`src/rtl/branch_checkpoint_table.sv`:
```
// Ring of per-branch rename checkpoints: allocated at rename, released on correct resolve,
// squashed together with all younger entries on a mispredict.
module branch_checkpoint_table #(
  parameter int unsigned BRANCH_NUM       = 4,
  parameter int unsigned ACTIVE_LIST_SIZE = 64,
  parameter int unsigned PHYS_REG_NUM     = 64,
  parameter int unsigned REG_NUM          = 32,
  localparam int unsigned IDW = $clog2(ACTIVE_LIST_SIZE),
  localparam int unsigned PW  = $clog2(PHYS_REG_NUM),
  localparam int unsigned BW  = $clog2(BRANCH_NUM),
  localparam int unsigned CW  = BW + 1,
  localparam int unsigned MW  = REG_NUM * PW
) (
  input  logic                       clk,
  input  logic                       rst_n,
  input  logic                       alloc_valid,
  input  logic [IDW-1:0]             alloc_branch_id,
  input  logic [PW-1:0]              alloc_free_head,
  input  logic [MW-1:0]              alloc_rename_buffer,
  input  logic                       ds_valid_in,
  input  logic [IDW-1:0]             ds_branch_id,
  input  logic                       resolve_valid,
  input  logic [IDW-1:0]             resolve_branch_id,
  input  logic                       miss_valid,
  input  logic [IDW-1:0]             miss_branch_id,
  output logic [BRANCH_NUM-1:0]      branch_state_valid,
  output logic [BRANCH_NUM*IDW-1:0]  branch_state_branch_id,
  output logic [BRANCH_NUM*PW-1:0]   branch_state_free_head_pointer,
  output logic [BRANCH_NUM*MW-1:0]   branch_state_rename_buffer,
  output logic [BW-1:0]              branch_state_write_pointer,
  output logic [BRANCH_NUM-1:0]      branch_state_ds_valid,
  output logic                       full,
  output logic [CW-1:0]              count
);

  logic [BRANCH_NUM-1:0] valid_q, valid_d;
  logic [BRANCH_NUM-1:0] ds_q, ds_d;
  logic [BW-1:0]         wp_q, wp_d;
  logic [IDW-1:0]        id_q [BRANCH_NUM];
  logic [PW-1:0]         fh_q [BRANCH_NUM];
  logic [MW-1:0]         map_q [BRANCH_NUM];

  logic [BRANCH_NUM-1:0] res_match, ds_match, squash;
  logic                  miss_hit;
  logic [BW-1:0]         miss_idx;
  logic [BW-1:0]         wp_dist;
  logic                  do_alloc, alloc_ds, freeze;

  assign full     = valid_q[wp_q];
  assign do_alloc = alloc_valid && !full && !miss_valid;
  assign alloc_ds = do_alloc && ds_valid_in && (ds_branch_id == alloc_branch_id);
  // A miss that hits nothing leaves the whole table untouched.
  assign freeze   = miss_valid && !miss_hit;

  always_comb begin
    miss_hit = 1'b0;
    miss_idx = '0;
    for (int i = 0; i < BRANCH_NUM; i++) begin
      res_match[i] = valid_q[i] && (id_q[i] == resolve_branch_id);
      ds_match[i]  = valid_q[i] && (id_q[i] == ds_branch_id);
      if (miss_valid && valid_q[i] && (id_q[i] == miss_branch_id)) begin
        miss_hit = 1'b1;
        miss_idx = BW'(i);
      end
    end
  end

  // Ring distance from the missed slot; a zero distance to write_pointer means a full ring.
  always_comb begin
    wp_dist = wp_q - miss_idx;
    for (int i = 0; i < BRANCH_NUM; i++) begin
      squash[i] = miss_hit && ((wp_dist == '0) || ((BW'(i) - miss_idx) < wp_dist));
    end
  end

  always_comb begin
    valid_d = valid_q;
    ds_d    = ds_q;
    wp_d    = wp_q;
    if (!freeze) begin
      if (do_alloc) begin
        valid_d[wp_q] = 1'b1;
        ds_d[wp_q]    = alloc_ds;
        wp_d          = wp_q + BW'(1);
      end
      for (int i = 0; i < BRANCH_NUM; i++) begin
        if (ds_valid_in && ds_match[i]) ds_d[i] = 1'b1;
        if ((resolve_valid && res_match[i]) || squash[i]) begin
          valid_d[i] = 1'b0;
          ds_d[i]    = 1'b0;
        end
      end
      if (miss_valid) wp_d = miss_idx;
    end
  end

  always_ff @(posedge clk or negedge rst_n) begin
    if (!rst_n) begin
      valid_q <= '0;
      ds_q    <= '0;
      wp_q    <= '0;
      for (int i = 0; i < BRANCH_NUM; i++) begin
        id_q[i]  <= '0;
        fh_q[i]  <= '0;
        map_q[i] <= '0;
      end
    end else begin
      valid_q <= valid_d;
      ds_q    <= ds_d;
      wp_q    <= wp_d;
      if (do_alloc) begin
        id_q[wp_q]  <= alloc_branch_id;
        fh_q[wp_q]  <= alloc_free_head;
        map_q[wp_q] <= alloc_rename_buffer;
      end
    end
  end

  always_comb begin
    count = '0;
    for (int i = 0; i < BRANCH_NUM; i++) begin
      count = count + CW'(valid_q[i]);
      branch_state_branch_id[i*IDW +: IDW]        = id_q[i];
      branch_state_free_head_pointer[i*PW +: PW]  = fh_q[i];
      branch_state_rename_buffer[i*MW +: MW]      = map_q[i];
    end
  end

  assign branch_state_valid         = valid_q;
  assign branch_state_ds_valid      = ds_q;
  assign branch_state_write_pointer = wp_q;

  alloc_when_full: assert property (@(posedge clk) disable iff (!rst_n)
    !(alloc_valid && full)) else $warning("alloc_when_full: branch alloc dropped");

  miss_no_entry: assert property (@(posedge clk) disable iff (!rst_n)
    !(miss_valid && !miss_hit)) else $warning("miss_no_entry: miss id not in table");

endmodule

```
`config.mk`:
```
export PLATFORM = sky130hd
export DESIGN_NAME = branch_checkpoint_table
export DESIGN_NICKNAME = d
export VERILOG_FILES = /design/src/rtl/branch_checkpoint_table.sv
export SDC_FILE = /design/constraint.sdc
export NUM_CORES = 1
export LEC_CHECK = 0
export BUFFER_PORTS_ARGS = -buffer_cell sky130_fd_sc_hd__buf_2
export CAP_MARGIN = 15
export CORE_AREA = 2 2 408 410
export CTS_BUF_LIST = sky130_fd_sc_hd__clkbuf_4 sky130_fd_sc_hd__clkbuf_8
export CTS_CLUSTER_SIZE = 24
export DETAILED_ROUTE_END_ITERATION = 6
export DIE_AREA = 0 0 410 412
export PLACE_DENSITY = 0.35
export SLEW_MARGIN = 10
export SYNTH_ARGS = -nofsm -noshare
export SYNTH_HDL_FRONTEND = slang
export SYNTH_SLANG_ARGS = --single-unit
```
`constraint.sdc`:
```
create_clock -name clk -period 4.15 [get_ports clk]
set_input_delay 0.83 -clock clk [delete_from_list [all_inputs] [get_ports clk]]
set_output_delay 0.83 -clock clk [all_outputs]
set_load 0.005 [all_outputs]
```
=== Word-level counts from Yosys, hierarchy flattened ===
Index checks and enable logic that the tools add are counted.

* Register bits after elaboration: 826
* Bits of input ports: 228
* Output and inout port bits: 830
* Logic and storage cells: 154

* Add/sub/neg operators: 9
* Magnitude comparators: 8
* Equality and inequality tests: 13
* Multiplexer cells: 35
* Bitwise operators: 3
* Reductions and logical operators: 65

{| class="wikitable"
|+ Operator list
! kind !! number
|-
| 768-bit bitwise mux || 1
|-
| 192-bit demux with 2-bit select || 1
|-
| 192-bit two-way mux || 1
|-
| 6-bit == test || 13
|-
| 24-bit bitwise mux || 2
|-
| 1-bit logical AND || 35
|-
| 1-bit two-way mux || 19
|-
| 2-bit AND reduction || 9
|-
| 6-bit demux with 2-bit select || 1
|-
| 3-bit nonzero test || 4
|-
| 2-bit nonzero test || 5
|-
| 1-bit logical OR || 8
|-
| 2-bit less-than comparator || 4
|-
| 2-bit two-way mux || 4
|-
| 4-bit two-way mux || 2
|-
| 6-bit two-way mux || 1
|-
| 4-bit bitwise mux || 1
|-
| 4-bit bitwise OR || 1
|-
| 1-bit by 2-bit subtractor with 2-bit output (first input constant) || 2
|-
| 2-bit subtractor (first input constant) || 2
|-
| 2-bit by 1-bit adder with 3-bit output || 1
|-
| 3-bit by 1-bit adder with 3-bit output || 1
|-
| 3-bit >= comparator (second input constant) || 1
|-
| 1-bit logical NOT || 3
|-
| 11 further kinds || 11
|}

=== Longest topological paths before layout ===
Gate-level depths: netlist of the first run.

* Word-level depth: 12
* Gate-level depth with buffers: 11
* Depth with buffers taken out: 11

=== Worst setup path after synthesis of the first run ===
Ideal clock, no wire load.

* Path kind: input -> register
* From: in miss_branch_id[2]
* To: reg ds_q[0] (netlist: branch_state_ds_valid[0])
* Setup time: 0.133 ns
* Arrival time: 2.819 ns
* Data required time: 4.017 ns
* Slack: 1.198 ns
* Stages on the path: 10
* Path buffers: 0
* Cell sequence: xor2_1 nor4_1 nand4_1 nand2b_1 nand2_1 ha_1 xnor2_1 o22ai_1 a211oi_1 nor3_1

* Longest elaborated chain between the ends: 12
* Elaborated cells on any way between the ends: 28
* Classes of those cells: add/sub: 2; order compare: 1; eq/ne: 4; mux: 8; bitwise: 1; reduce/logical: 12

{| class="wikitable"
|+ Ends and longest elaborated chain
! item !! RTL line !! text
|-
| start: declaration || 25 || <nowiki>input logic [IDW-1:0] miss_branch_id,</nowiki>
|-
| 6-bit == test || 61 || <nowiki>if (miss_valid && valid_q[i] && (id_q[i] == miss_branch_id)) begin</nowiki>
|-
| 1-bit logical AND || 61 ||
|-
| 1-bit two-way mux || 61 ||
|-
| 2-bit two-way mux (2 in series) || 61 ||
|-
| 1-bit by 2-bit subtractor with 2-bit output / 2-bit subtractor (equally long branches) || 72, 70 ||
|-
| 2-bit less-than comparator / 2-bit logical NOT (equally long branches) || 72 || <nowiki>squash[i] = miss_hit && ((wp_dist == '0) || ((BW'(i) - miss_idx) < wp_dist));</nowiki>
|-
| 1-bit logical OR || 72 ||
|-
| 1-bit logical AND || 72 ||
|-
| 1-bit logical OR || 88 || <nowiki>if ((resolve_valid && res_match[i]) || squash[i]) begin</nowiki>
|-
| 3-bit nonzero test (no source line) || n/a ||
|-
| 2-bit AND reduction (no source line) || n/a ||
|-
| end signal: assignment || 109 || <nowiki>ds_q <= ds_d;</nowiki>
|-
| end: declaration || 37 || <nowiki>logic [BRANCH_NUM-1:0] ds_q, ds_d;</nowiki>
|}

Several ways; a longest one is shown, not always the timed one.
A chain may end at the register's enable or synchronous reset.

=== Worst setup path in the final report of the first run ===
* From: reg valid_q[1] (netlist: branch_state_valid[1])
* To: out count[1]

* Longest elaborated chain between the ends: 3

{| class="wikitable"
|+ Ends and longest elaborated chain
! item !! RTL line !! text
|-
| start: declaration || 36 || <nowiki>logic [BRANCH_NUM-1:0] valid_q, valid_d;</nowiki>
|-
| start signal: assignment || 108 || <nowiki>valid_q <= valid_d;</nowiki>
|-
| 1-bit by 1-bit adder with 2-bit output || 122 || <nowiki>count = count + CW'(valid_q[i]);</nowiki>
|-
| 2-bit by 1-bit adder with 3-bit output || 122 ||
|-
| 3-bit by 1-bit adder with 3-bit output || 122 ||
|-
| end: declaration || 33 || <nowiki>output logic [CW-1:0] count</nowiki>
|}

No other way between the ends.

==> flow_metrics.tcl, run 1 <==
set metrics [dict create \
    drt.antenna.violating_nets 0 \
    grt_max_degree 81 \
    ys_ff_latch 826 \
    pwr-share-comb_pct 32.9 \
    dp_hpwl_um 93940 \
    grt_usage_pct 14.50 \
    yosysSeqAreaShare_pct 64.24 \
    crit_type "flop to output port" \
    p_int_w 0.02251 \
    yosysUniqueCellTypes 42 \
    synth_top_area_share_pct 64.24 \
    drv_slew 0 \
    synth_area_per_cell_um2 16.61 \
    finClkSkew_ns 0.04471 \
    tns_ns 0 \
    route.detailed.drc 0 \
    crit_fanout 8 \
    htreeDepth 4 \
    synth_edf_count 0 \
    peakVddDrop_mv 0.3039 \
    syn-instance-count 1937 \
    power_frac_seq_pct 41.4 \
    clock_sinks 826 \
    slew_headroom_pct 38.09 \
    numCtsBuffers 161 \
    fillerInstances 17379 \
    vias 21352 \
    final_cell_mix "1056 x buf_2, 826 x dfrtp_1, 550 x mux2_2" \
    via_per_inst 3.913 \
    nets 3371 \
    synthFlopType "dfrtp_1" \
    clockRootBuffer "clkbuf_8" \
    gp_congestion 0.7817 \
    start_util_pct 19.59 \
    path_clk_slew_ns 0.06 \
    rsz0062_at_grt "false" \
    firstDrtPassIters 4 \
    grt_pass1_vias 22822 \
    p_total_w 0.03372 \
    hold_ws_ns 0.1993 \
    async_flop_share_pct 100.0 \
    fmax_mhz 281.3 \
    synth_nets 2174 \
    syn_area_um2 32180 \
    worst_pin_slew_ns 0.9286 \
    antenna_found_initial 16 \
    area_delta_synth_final_pct 35.91 \
    p_per_area_nw_per_um2 771.1 \
    p_sw_w 0.01121 \
    final-hold-violation-count 0 \
    drv_cap 0 \
    finalCriticalPeriod_ns 3.554 \
    die_w_um 410 \
    netSwitchingFraction_pct 33.26 \
    cts_tree "built" \
    leakage_nw 21.83 \
    clockPowerShare_pct 25.6 \
    wire_per_inst_um 23.01 \
    startpoint_type "flop" \
    synthTopCellsByArea "dfrtp_1 64%, mux2_2 19%, mux2_1 9.5%" \
    insertion_delay_ns 0.90 \
    die_h_um 412 \
    grt-ovfl-total 0 \
    worst_ep_arrival_time_ns 2.72 \
    final_common_cell "buf_2" \
    cts_buffer_depth 3 \
    drt_iter0_drc 894 \
    hold_class "input port to flop" \
    setup_viol 0 \
    status "finished, final reports clean" \
    yosys_warnings 0 \
    placementRows 149 \
    endpoint_kind "output port" \
    design.die.area_um2 168900 \
    drive_above_1_share_pct 60.66 \
    coreArea_um2 164200 \
    fin_crit_sh_pct 85.65 \
    wl_um 125600 \
    grt_pass1_wl_um 176800 \
    worstPathRequired_ns 3.32 \
    io-pin-count 1058 \
    post_cts_buffers 0 \
    io_buffers 1057 \
    synth_top_area_cell "dfrtp_1" \
]
worst paths after layout:
path | start | to | slack, ns | depth (start not counted)
setup / recovery | branch_state_valid[1] | count[1] | 0.60 | 6
hold / removal | alloc_rename_buffer[126] | branch_state_rename_buffer[126] | 0.20 | 2
setup reg to reg | branch_state_branch_id[12] | branch_state_ds_valid[0] | 0.94 | 10
hold reg to reg | branch_state_rename_buffer[178] | branch_state_rename_buffer[178] | 0.48 | 1
max in group asynchronous | rst_n | branch_state_rename_buffer[663] | 2.46 | 3
min in group asynchronous | rst_n | branch_state_rename_buffer[200] | 0.59 | 2
flip-flops by register name (all words and copies together) (netlist names):
name                            count
branch_state_valid                  4
branch_state_free_head_pointer     24
branch_state_branch_id             24
branch_state_ds_valid               4
branch_state_rename_buffer        768
branch_state_write_pointer          2
power groups by stage:
stage               Combinational (W)  Sequential, W  Clock, W
floorplan                     0.00415         0.0142         0
CTS                            0.0115         0.0140   0.00908
finish                         0.0111         0.0140   0.00864
global route                   0.0120         0.0145   0.00944
global placement               0.0115         0.0140         0
detailed placement             0.0115         0.0141         0
cell families after synthesis:
| logic type | count (synthesis) | share of synthesized area (%) |
|---|---|---|
| flops | 826 | 64.24 |
| mux | 823 | 28.83 |
| buf+inv | 109 | 2.745 |
| xor+xnor | 80 | 2.177 |
| simple gates | 65 | 1.108 |
| compound gates | 25 | 0.5288 |
| fa+ha+maj | 9 | 0.3733 |
cell usage after synthesis, drive strengths merged (2+ instances only):
library cell,instances
o21ai,4
o22ai,5
nand3,8
inv,8
buf,92
nand4,11
nor3,5
clkbuf,9
xnor2,45
nand2,11
dfrtp,826
ha,8
mux2,821
nor4,11
a21boi,2
a21oi,5
nand2b,2
xor2,35
and2,4
nor2,9
critical path, cell delays in order (launching register included):
cell and delay, ns:
dfrtp_1 0.59, inv_1 0.12, fa_1 0.52, inv_1 0.04
ha_1 0.17, ha_1 0.27, buf_2 0.14
metrics by stage:
stage               utilization [%]  worst slack (ns)  cell area, um^2  instances
floorplan                         -             1.198            32180       1937
global placement              24.54            0.4838            40300       5159
detailed placement            24.54            0.5311            40300       5159
CTS                           26.61            0.4256            43700       5443
global route                  26.62            0.4261            43720       5452
finish                        26.63            0.5957            43730       5457
cell type report:
type                    instances  area, um^2  share of cell area, %
multi-input cells            1002       10640                  24.32
well taps                    2189        2739                  6.263
flip-flops and latches        826       20670                  47.26
repair buffers               1135        6238                  14.26
inverters                       8       30.03                0.06866
clock buffers                 256        3123                  7.141
diodes                         14       35.03                0.08011
clock inverters                27       261.5                 0.5979
layer usage:
layer | GRT usage [%] | up-vias | share of wire (%)
met5 | 0 | - | 0.071
met4 | 4.754 | 14 | 2.6
met3 | 6.172 | 193 | 8.8
met2 | 24.59 | 797 | 50
met1 | 16.36 | 10997 | 39
li1 | - | 9351 | -
timing repair:
item                                    CTS  global route
endpoints found under the setup margin    0             0
resized for setup                         0             0
endpoints found under the hold margin    50             0
hold buffers                              1             0
Note: power is estimated with default switching activity, not from simulation.
==> run 2: changes to the inputs <==
- PLACE_DENSITY: 0.35 -> unset
==> run 2 against run 1 <==
Net effect:
- worst setup slack better by 0.013 ns
- cell area is 0.51% lower
- utilization is 0.14 points lower
- flip-flop and latch count stayed put
- sequential share of layout area is 0.24 points higher
- critical path type unchanged
- critical endpoint unchanged
- largest cell class unchanged
- largest power group unchanged
==> flow_metrics.tcl, run 2 (synthesized netlist as in run 1, its figures left out) <==
set metrics [dict create \
    gp_congestion 0.8627 \
    wl_um 119100 \
    antenna_found_initial 30 \
    netSwitchingFraction_pct 32.64 \
    hold_class "input port to flop" \
    cts_resized 0 \
    setup_viol 0 \
    vias 21457 \
    fillerInstances 17137 \
    clockPowerShare_pct 26.0 \
    cts_tree "built" \
    crit_type "flop to output port" \
    crit_fanout 7 \
    clockRootBuffer "clkbuf_8" \
    final_common_cell "buf_2" \
    final_cell_mix "1056 x buf_2, 826 x dfrtp_1, 550 x mux2_2" \
    p_total_w 0.03343 \
    io-pin-count 1058 \
    grt-ovfl-total 0 \
    leakage_nw 21.70 \
    io_buffers 1057 \
    clock_sinks 826 \
    slew_headroom_pct 38.30 \
    final-seq-area_um2 20670 \
    htreeDepth 4 \
    die_h_um 412 \
    worst_pin_slew_ns 0.9255 \
    via_per_inst 3.959 \
    path_clk_slew_ns 0.06 \
    drv_slew 0 \
    die_w_um 410 \
    coreArea_um2 164200 \
    numCtsBuffers 146 \
    post_cts_buffers 0 \
    p_per_area_nw_per_um2 768.3 \
    dpl_worst_slack_ns 0.5323 \
    tns_ns 0 \
    area_delta_synth_final_pct 35.21 \
    placed_area_um2 40070 \
    worst_ep_arrival_time_ns 2.71 \
    fin_area_um2 43510 \
    cts_buffer_depth 3 \
    rsz0062_at_grt "false" \
    p_int_w 0.02252 \
    firstDrtPassIters 5 \
    worstPathRequired_ns 3.32 \
    p_sw_w 0.01091 \
    layout_setup_ws_ns 0.6086 \
    peakVddDrop_mv 0.4456 \
    drive_above_1_share_pct 60.29 \
    grt_max_degree 82 \
    multi_input_area_um2 10640 \
    finClkSkew_ns 0.03532 \
    drt.antenna.violating_nets 0 \
    placementRows 149 \
    start_util_pct 19.59 \
    nets 3338 \
    drt_iter0_drc 1207 \
    grt_pass1_wl_um 167000 \
    startpoint_type "flop" \
    fin_crit_sh_pct 85.33 \
    pwr-share-comb_pct 32.1 \
    final-hold-violation-count 0 \
    insertion_delay_ns 0.92 \
    wire_per_inst_um 21.97 \
    dp_hpwl_um 91270 \
    drv_cap 0 \
    grt_pass1_vias 22335 \
    power_frac_seq_pct 41.9 \
    status "finished, final reports clean" \
    finalCriticalPeriod_ns 3.541 \
    route.detailed.drc 0 \
    endpoint_kind "output port" \
    largest_reg_flops 768 \
    fmax_mhz 282.4 \
    design.die.area_um2 168900 \
    final_util_pct 26.49 \
    grt_usage_pct 13.65 \
]
==> run 2: power by group through the flow <==
| stage | Clock, W | Combinational, W | Sequential [W] |
|---|---|---|---|
| final | 0.00869 | 0.0107 | 0.0140 |
| after detailed placement | 0 | 0.0110 | 0.0141 |
| after floorplan | 0 | 0.00415 | 0.0142 |
| after global routing | 0.00934 | 0.0116 | 0.0145 |
| after CTS | 0.00897 | 0.0111 | 0.0140 |
| after global placement | 0 | 0.0109 | 0.0139 |
==> run 2: critical path, stage by stage, from the launching register on <==
cell and delay, ns:
dfrtp_1 0.55, inv_1 0.12, fa_1 0.54, inv_1 0.04
ha_1 0.17, ha_1 0.27, buf_2 0.13
==> run 2: routing by layer <==
layer / share of wire (%) / GRT usage (%) / up-vias
met5: 0.029 / 0 / -
met2: 49 / 22.85 / 850
met1: 40 / 16.44 / 11200
li1: - / - / 9236
met4: 2.7 / 4.691 / 6
met3: 8.0 / 4.402 / 165
==> run 2: final cells by class <==
type | count | share of cell area [%]
antenna | 8 | 0.04601
sequential | 826 | 47.51
timing repair buffer | 1117 | 13.80
clock inverter | 37 | 1.260
inverter | 8 | 0.06902
multi-input combinational | 1002 | 24.45
tap | 2189 | 6.295
clock buffer | 233 | 6.580
==> run 2: metrics by stage <==
step,instances,hold slack (ns)
after global routing,5414,0.09880
final,5420,0.1813
after floorplan,1937,0.4828
after detailed placement,5141,0.4691
after CTS,5412,0.03207
after global placement,5141,0.4617
==> run 2: path summary, 6_finish.rpt <==
check                                           startpoint                               to  slack [ns]  cells past startpoint
max in group asynchronous                            rst_n   branch_state_rename_buffer[99]        2.39                      4
hold / removal                     alloc_rename_buffer[67]  branch_state_rename_buffer[643]        0.18                      2
setup reg to reg                branch_state_branch_id[12]         branch_state_ds_valid[2]        0.85                     11
hold reg to reg            branch_state_rename_buffer[653]  branch_state_rename_buffer[653]        0.48                      1
min in group asynchronous                            rst_n  branch_state_rename_buffer[588]        0.53                      2
setup / recovery                     branch_state_valid[0]                         count[1]        0.61                      6
==> run 2: timing repair <==
| item | in CTS | in global routing |
|---|---|---|
| endpoints found under the setup margin | 0 | 0 |
| hold endpoints to repair | 62 | 0 |
| hold buffers | 1 | 0 |
==> run 3: changes to the inputs <==
- ABC_AREA: unset -> 1
- CAP_MARGIN: 15 -> unset
- CELL_PAD_IN_SITES_DETAIL_PLACEMENT: unset -> 0
- CELL_PAD_IN_SITES_GLOBAL_PLACEMENT: unset -> 1
- CORE_AREA: 2 2 408 410 -> 2 2 407 409
- DIE_AREA: 0 0 410 412 -> 0 0 409 411
- PLACE_DENSITY_LB_ADDON: unset -> 0.1
==> run 3 against run 2 <==
Net effect:
- count of clock-buffer cells in the layout rose by 37
- combinational power up 11%
- area after synthesis grew 3.0%
- flip-flop and latch count stayed put
- die area fell by 0.49%
- first-iteration DRC count increased by 14%
==> flow_metrics.tcl, run 3 <==
set metrics [dict create \
    status "finished, final reports clean" \
    grt_pass1_wl_um 216200 \
    multi_input_area_um2 11060 \
    fin_crit_sh_pct 87.26 \
    drv_slew 0 \
    synth_top_area_cell "dfrtp_1" \
    dpl_worst_slack_ns 0.9000 \
    path_clk_slew_ns 0.06 \
    die_w_um 409 \
    yosysSeqAreaShare_pct 62.36 \
    drive_above_1_share_pct 36.26 \
    netSwitchingFraction_pct 36.63 \
    grt-ovfl-total 0 \
    wl_met2_um 75420 \
    route.detailed.drc 0 \
    slowest_stage "dfrtp_1" \
    worst_pin_slew_ns 0.9408 \
    grt_pass1_vias 26485 \
    io-pin-count 1058 \
    reg2reg_from "branch_state_write_pointer[0]" \
    synth_edf_count 0 \
    worstPathRequired_ns 3.32 \
    final_common_cell "nand2_1" \
    p_int_w 0.02206 \
    clock_sinks 826 \
    drt.antenna.violating_nets 0 \
    cts_tree "built" \
    firstDrtPassIters 5 \
    rsz0062_at_grt "false" \
    vias 25746 \
    pwr-share-comb_pct 34.2 \
    regToRegEndpoint "branch_state_rename_buffer[715]" \
    synth_nets 3199 \
    nets 4348 \
    fillerInstances 17691 \
    crit_type "flop to output port" \
    worst_ep_arrival_time_ns 2.79 \
    path_cells "inv_1 -> fa_1 -> inv_1 -> ha_1 -> ha_1 -> buf_2" \
    die_h_um 411 \
    numCtsBuffers 167 \
    setup_viol 0 \
    routed.top_layer "met5" \
    syn-instance-count 2962 \
    min_from "alloc_rename_buffer[45]" \
    synthTopCellsByArea "dfrtp_1 62%, nand2_1 15%, mux2_1 9.7%" \
    layout_setup_ws_ns 0.5285 \
    fmax_mhz 276.1 \
    final-seq-area_um2 20670 \
    finalCriticalPeriod_ns 3.621 \
    r2r_slack_ns 1.01 \
    power_frac_seq_pct 39.9 \
    clockRootBuffer "clkbuf_8" \
    p_sw_w 0.01275 \
    synthFlopType "dfrtp_1" \
    largest_reg_flops 768 \
    final_cell_mix "1328 x nand2_1, 1056 x buf_2, 826 x dfrtp_1" \
    drt_iter0_drc 1375 \
    insertion_delay_ns 0.86 \
    rr_worst_depth 10 \
    placementRows 149 \
    p_per_area_nw_per_um2 782.4 \
    endpoint_kind "output port" \
    syn_area_um2 33150 \
    leakage_nw 23.87 \
    coreArea_um2 163900 \
    wl_um 154300 \
    post_cts_buffers 0 \
    dp_hpwl_um 113900 \
    gp_congestion 0.7831 \
    start_util_pct 20.23 \
    holdPathEnd "branch_state_rename_buffer[45]" \
    whs_path_depth 3 \
    clockPowerShare_pct 25.9 \
    final_cells 6430 \
    tns_ns 0 \
    wl_met3_um 12160 \
    via_per_inst 4.004 \
    wire_per_inst_um 24.00 \
    crit_fanout 8 \
    startpoint_type "flop" \
    synth_top_area_share_pct 62.36 \
    grt_max_degree 108 \
    antenna_found_initial 22 \
    synth_most_common_cell "nand2_1" \
    hold_class "input port to flop" \
    met1_length_um 62510 \
    final-hold-violation-count 0 \
    cts_buffer_depth 3 \
    yosysUniqueCellTypes 40 \
    peakVddDrop_mv 0.3079 \
    finClkSkew_ns 0.04491 \
    synth_commonest_cells "1328 x nand2_1, 826 x dfrtp_1, 286 x mux2_1" \
    synth_area_per_cell_um2 11.19 \
    design.die.area_um2 168100 \
    slew_headroom_pct 37.28 \
    yosys_warnings 0 \
    io_buffers 1057 \
    async_flop_share_pct 100.0 \
    area_delta_synth_final_pct 34.21 \
    slowest_delay_ns 0.62 \
    htreeDepth 4 \
    drv_cap 0 \
    ys_ff_latch 826 \
    grt_usage_pct 17.93 \
    dp.cells 6130 \
]
-- run 3: cell count changes after synthesis, sizes merged, moves of 18 or more --
| cell | previous run | this run |
|---|---|---|
| buf | 92 | 110 |
| clkbuf | 9 | 33 |
| inv | 8 | 68 |
| mux2 | 821 | 396 |
| nand2 | 11 | 1328 |
| nor2 | 9 | 32 |
| o21ai | 4 | 39 |
| xnor2 | 45 | 14 |
| xor2 | 35 | 8 |
-- run 3: worst max-delay path by stage --
stage	from	endpoint	slack (ns)	cells past startpoint
finish	branch_state_valid[1]	count[1]	0.53	6
global route	branch_state_valid[1]	count[1]	0.36	6
CTS	branch_state_valid[1]	count[1]	0.38	6
detailed placement	miss_valid	branch_state_free_head_pointer[19]	0.90	6
global placement	miss_valid	branch_state_free_head_pointer[19]	0.91	6
floorplan	miss_valid	branch_state_ds_valid[1]	1.36	19
-- run 3: worst max-delay path: cells and delay by family, from the launching register on --
family	cells	cell delay, ns
fa+ha+maj	3	0.97
buf+inv	3	0.36
flops	1	0.62
-- run 3: layout make-up --
cell class | count | share of cell area (%)
tap | 2189 | 6.157
clock buffer | 270 | 7.510
antenna | 8 | 0.04500
clock inverter | 21 | 0.4528
timing repair buffer | 1123 | 13.91
sequential | 826 | 46.46
inverter | 68 | 0.6075
multi-input combinational | 1925 | 24.86
-- run 3: what timing repair did --
action,in CTS,in global routing
hold buffers,1,0
gates resized for setup,0,0
endpoints found under the hold margin,50,0
-- run 3: through the flow --
stage               cell area, um^2  hold WS (ns)  util [%]  power, W
floorplan                     33150        0.4654         -   0.01841
global placement              40910        0.4482     24.97   0.02628
detailed placement            40910        0.4526     24.97   0.02630
CTS                           44470       0.08055     27.13   0.03569
global route                  44480        0.1268     27.14   0.03731
finish                        44490        0.2176     27.15   0.03480
-- run 3: cell families after synthesis --
logic type | synth area share [%]
and+or+nand+nor | 16.28
DFF | 62.36
muxes | 14.47
buffers and inverters | 4.296
AOI/OAI and AO/OA | 1.646
xor gates and xnor gates | 0.5813
adders and majority gates | 0.3624
-- run 3: layer usage --
layer	vias up	global-route usage [%]
met5	-	0
met3	237	6.667
met1	12870	21.17
met4	10	5.026
li1	11791	-
met2	838	30.38
-- run 3: power groups by stage --
stage               Combinational, W  Sequential [W]  Clock, W
floorplan                    0.00432          0.0141         0
finish                        0.0119          0.0139   0.00902
global placement              0.0123          0.0139         0
CTS                           0.0123          0.0139   0.00944
global route                  0.0131          0.0144   0.00981
detailed placement            0.0123          0.0140         0
